[src/rtl/exec_shift_pipe.sv]
// Pipelined barrel shifter: SHL/SHR/ASR/ROL/ROR/ZERO with {overflow, sign, zero, carry} flags.
// Latency STAGES cycles; every stage advances together only when the output slot is free or being consumed.
module exec_shift_pipe #(
  parameter int W_OPR  = 32,
  parameter int STAGES = 2
) (
  input  logic             clk_i,
  input  logic             rst_n_i,
  input  logic             in_valid_i,
  output logic             in_ready_o,
  input  logic [W_OPR-1:0] opr0_i,
  input  logic [W_OPR-1:0] opr1_i,
  input  logic [2:0]       select_i,
  input  logic             flush_i,
  output logic             out_valid_o,
  input  logic             out_ready_i,
  output logic [W_OPR-1:0] result_o,
  output logic [3:0]       flags_o
);

  localparam int W_SH = $clog2(W_OPR);
  localparam int LPS  = (W_SH + STAGES - 1) / STAGES;

  localparam logic [2:0] M_SHL = 3'b000;
  localparam logic [2:0] M_SHR = 3'b001;
  localparam logic [2:0] M_ASR = 3'b010;
  localparam logic [2:0] M_ROL = 3'b100;
  localparam logic [2:0] M_ROR = 3'b101;

  typedef struct packed {
    logic             vld;
    logic [W_OPR-1:0] dat;
    logic             cy;
    logic [W_SH-1:0]  n;
    logic [2:0]       mode;
    logic             msb;
    logic [3:0]       flg;
  } stage_t;

  stage_t st_in;
  stage_t st_d [STAGES];
  stage_t st_q [STAGES];
  logic   advance;
  logic   unused_amt_bits;

  assign unused_amt_bits = ^opr1_i[W_OPR-1:W_SH];

  // Applies barrel levels [lo, hi) to one stage; the last stage also derives the flags.
  function automatic stage_t run_levels(input stage_t st, input int lo, input int hi,
                                        input logic last);
    stage_t           r;
    logic [W_OPR-1:0] mask;
    r    = st;
    mask = '0;
    for (int l = 0; l < W_SH; l++) begin
      if (l >= lo && l < hi && r.n[l]) begin
        case (r.mode)
          M_SHL: begin
            mask  = ~({W_OPR{1'b1}} >> (1 << l));
            r.cy  = r.cy | (|(r.dat & mask));
            r.dat = r.dat << (1 << l);
          end
          M_SHR: begin
            mask  = ~({W_OPR{1'b1}} << (1 << l));
            r.cy  = r.cy | (|(r.dat & mask));
            r.dat = r.dat >> (1 << l);
          end
          M_ASR: begin
            mask  = ~({W_OPR{1'b1}} << (1 << l));
            r.cy  = r.cy | (|(r.dat & mask));
            r.dat = $signed(r.dat) >>> (1 << l);
          end
          M_ROL:   r.dat = (r.dat << (1 << l)) | (r.dat >> (W_OPR - (1 << l)));
          M_ROR:   r.dat = (r.dat >> (1 << l)) | (r.dat << (W_OPR - (1 << l)));
          default: r.dat = r.dat;
        endcase
      end
    end
    if (last) begin
      r.flg = {r.msb ^ r.dat[W_OPR-1], r.dat[W_OPR-1], ~|r.dat, r.cy};
    end
    return r;
  endfunction

  assign advance    = ~out_valid_o | out_ready_i;
  assign in_ready_o = advance;

  always_comb begin
    st_in      = '0;
    st_in.vld  = in_valid_i;
    st_in.n    = opr1_i[W_SH-1:0];
    st_in.mode = select_i;
    st_in.msb  = opr0_i[W_OPR-1];
    // ZERO modes enter as a zero word, so no level can produce data or carry.
    st_in.dat  = (select_i inside {M_SHL, M_SHR, M_ASR, M_ROL, M_ROR}) ? opr0_i : '0;
    st_d[0]    = run_levels(st_in, 0, LPS, STAGES == 1);
    for (int s = 1; s < STAGES; s++) begin
      st_d[s] = run_levels(st_q[s-1], s * LPS, (s + 1) * LPS, s == STAGES - 1);
    end
  end

  always_ff @(posedge clk_i or negedge rst_n_i) begin
    if (!rst_n_i) begin
      for (int s = 0; s < STAGES; s++) st_q[s] <= '0;
    end else if (flush_i) begin
      for (int s = 0; s < STAGES; s++) st_q[s].vld <= 1'b0;
    end else if (advance) begin
      for (int s = 0; s < STAGES; s++) st_q[s] <= st_d[s];
    end
  end

  assign out_valid_o = st_q[STAGES-1].vld;
  assign result_o    = st_q[STAGES-1].dat;
  assign flags_o     = st_q[STAGES-1].flg;

endmodule

[config.mk]
export PLATFORM = sky130hd
export DESIGN_NAME = exec_shift_pipe
export DESIGN_NICKNAME = d
export VERILOG_FILES = /design/src/rtl/exec_shift_pipe.sv
export SDC_FILE = /design/constraint.sdc
export NUM_CORES = 1
export LEC_CHECK = 0
export ABC_CLOCK_PERIOD_IN_PS = 3650
export CORE_MARGIN = 4
export CORE_UTILIZATION = 35
export DETAILED_ROUTE_END_ITERATION = 6
export GPL_ROUTABILITY_DRIVEN = 1
export PLACE_DENSITY = 0.56
export SYNTH_ARGS = -nofsm -noshare
export SYNTH_HDL_FRONTEND = slang
export SYNTH_SLANG_ARGS = --single-unit
[constraint.sdc]
create_clock -name clk_i -period 3.65 [get_ports clk_i]
set_input_delay 0.5475 -clock clk_i [delete_from_list [all_inputs] [get_ports clk_i]]
set_output_delay 0.5475 -clock clk_i [all_outputs]
set_load 0.05 [all_outputs]
==> flow_summary.json <==
{
  "rrSetupSlack_ns": 0.31,
  "hold_path_class": "in -> async",
  "clock_sinks": 76,
  "crit_fanout": 12,
  "cts_buffers": 9,
  "antenna_left": 0,
  "crit_required_ns": 3.85,
  "clockBufferDepth": 2,
  "wl_per_cell_um": 22.4,
  "portBuffers": 82,
  "synth_enable_flop_cells": 0,
  "ys_seq_area_share_pct": 27.2,
  "synthesis.nets": 1008,
  "synth_top_cell_by_area": "dfrtp_1",
  "p_leak_nw": 3.22,
  "critPathArrivalTime_ns": 3.55,
  "max_freq_ghz": 0.299,
  "ys_ff_latch": 76,
  "min_period_over_period_pct": 91.6,
  "layout.nets": 1048,
  "rows": 51,
  "pre_cts_slack_ns": 0.221,
  "grt_max_degree": 77,
  "crit_type": "reg -> reg",
  "first_pass_iters": 5,
  "finalSetupTns_ns": 0,
  "cts_hold_buf": 0,
  "start_kind": "flip-flop",
  "setup_viol": 0,
  "netlist.area_leader.share_pct": 27.2,
  "fill_cells": 2101,
  "r2r-end": "flags_o[0]",
  "netlist_top_cells_area": "dfrtp_1, o21ai_0, nand2_1",
  "drive_gt1_share_pct": 11.3,
  "fp.dieH_um": 149,
  "grt_overflow": 0,
  "power.density_mw_per_mm2": 487,
  "max_stage_delay_ns": 0.58,
  "path_cells": "buf_4 > or3b_1 > o32a_1 > o32a_1 > nor3_1 > nand4_1 > or4_1 > a41oi_1 > a211oi_1",
  "path_clk_slew_ns": 0.06,
  "ff2ff_path_depth": 9,
  "ys.warnings.count": 0,
  "ys_types": 64,
  "worst_path_max_delay_cell": "or3b_1",
  "synthCells": 936,
  "grt_pass1_wl_um": 43800,
  "multi_input_area_sq_mm": 0.00443,
  "drtIter0Drc": 885,
  "cap_violations": 0,
  "post_cts_buffers": 0,
  "vias": 7857,
  "n_antenna_cell": 0,
  "antenna_found_initial": 0,
  "r2r-start": "st_d[7]",
  "status": "completed",
  "clkLatencyLatePin_ns": 0.35,
  "hold_violations": 0,
  "dpl.hpwl_um": 20800,
  "dieArea_sq_mm": 0.0223,
  "cts_htree_levels": 3,
  "tightest_slew_ns": 1.08,
  "avgSynthCellArea_sq_um": 7.46,
  "drc": 0,
  "synth_commonest_cells": "nand2_1, nor2_1, o21ai_0",
  "skew_ns": 0.00583,
  "slew_viol_final": 0,
  "wl_um": 27900,
  "synth-async-reset-ratio_pct": 100,
  "netlist_area_sq_mm": 0.00699,
  "num_io_pins": 110,
  "cts-root-buf": "clkbuf_16",
  "relSlewSlack_pct": 28.1,
  "cts_tree": "built",
  "cts_resized": 0,
  "finalCriticalPeriod_ns": 3.34,
  "grt_pass1_vias": 7475,
  "fin_ws_ns": 0.306,
  "routabilityCongestion": 0.969,
  "coreArea_sq_mm": 0.0195,
  "synth_most_common_cell": "nand2_1",
  "worstSetupEndpointType": "flip-flop",
  "path_common_cell": "o32a_1",
  "vias_per_cell": 6.31,
  "register_area_sq_mm": 0.00190,
  "rsz0062_at_grt": "false",
  "ir_drop_uv": 231,
  "initial_core_util_pct": 35.8,
  "die_x_um": 149,
  "area_delta_synth_final_pct": 20.4,
  "grt_usage_pct": 25.0,
  "ys.flop_type": "dfrtp_1"
}
==> layout make-up <==
cell class              count  area share (%)
well taps                 265            3.94
multi-input cells         722            52.7
inverters                  14           0.625
clock inverters             5            1.19
flip-flops and latches     76            22.6
repair buffers            153            16.2
clock buffers              11            2.77
==> layer usage <==
metal | global-route usage, % | wire length, um
met5 | 0 | 0
met4 | 7.51 | 724
met3 | 5.71 | 2560
met2 | 37.7 | 12200
met1 | 35.6 | 12400
==> stage by stage <==
stage	area (sq um)	utilization, %	cells	power, mW	hold slack (ns)
finish	8410	43.1	1246	4.10	0.353
global route	8410	43.1	1246	4.31	0.447
CTS	8410	43.1	1246	4.09	0.397
detailed placement	8080	41.4	1230	3.06	0.469
global placement	8080	41.4	1230	3.06	0.460
floorplan	6990	-	936	2.47	0.252
==> worst max path at each step <==
stage,endpoint,depth (start not counted),slack [ns],start
after floorplan,st_q[61],10,0.99,select_i[2]
after global placement,st_q[60],11,0.23,select_i[1]
after detailed placement,st_q[81],12,0.22,select_i[0]
after CTS,flags_o[0],9,0.43,st_d[7]
after global routing,flags_o[0],9,0.22,st_d[7]
final,flags_o[0],9,0.31,st_d[7]
==> critical path: cells and delay by family (launching register included) <==
family                 cells  cell delay (ns)
AO/OA/AOI/OAI              4             0.99
AND/OR/NAND/NOR            4             1.63
flip-flops                 1             0.39
buffers and inverters      1             0.20
==> logic make-up (layout without fill, tap and decap cells) <==
| kind of cell | Yosys count | count (layout) | synth area share (%) |
|---|---|---|---|
| mux | 17 | 17 | 2.53 |
| flops | 76 | 76 | 27.2 |
| buf+inv | 138 | 183 | 9.64 |
| xor+xnor | 2 | 2 | 0.251 |
| simple gates | 292 | 292 | 18.7 |
| compound gates | 411 | 411 | 41.6 |
==> cell usage in the layout (no fill, tap or decap), types with 5 or more instances in the layout <==
cell type / synthesis / routed
o22ai_1: 33 / 33
mux2i_1: 12 / 12
a21oi_1: 63 / 63
nor2_1: 97 / 95
nor3_1: 9 / 9
a22o_1: 23 / 23
nor4_1: 10 / 10
buf_4: 36 / 71
a31oi_1: 17 / 17
a22oi_1: 27 / 27
a221oi_1: 30 / 30
o221ai_1: 8 / 8
mux2_2: 5 / 5
nand2b_1: 10 / 10
a32o_1: 13 / 13
a2bb2oi_1: 11 / 11
nand3_1: 13 / 13
or2_2: 5 / 5
nand2_1: 104 / 104
a32oi_1: 9 / 9
o21a_1: 10 / 10
o211ai_1: 11 / 11
o221a_2: 5 / 5
and3_1: 5 / 5
dfrtp_1: 76 / 76
clkdlybuf4s50_1: 0 / 81
a221o_1: 10 / 10
o21ai_0: 79 / 79
clkbuf_16: 0 / 9
o22a_1: 10 / 10
o2bb2ai_1: 8 / 8
inv_1: 10 / 10
a211oi_1: 13 / 13
and2_1: 12 / 12
nor2b_1: 12 / 12
==> sequential cells by signal, summed over array words and instances, names as in the netlist <==
signal / flops
flags_o: 4
out_valid_o: 1
st_d: 7
st_q: 33
result_o: 31
==> power breakdown <==
| part | switching (mW) | leakage [nW] | internal [mW] |
|---|---|---|---|
| logic | 1.20 | 2.14 | 0.686 |
| registers | 0.196 | 0.919 | 1.00 |
| clock network | 0.351 | 0.163 | 0.666 |
Note: power is estimated with default switching activity, not from simulation.
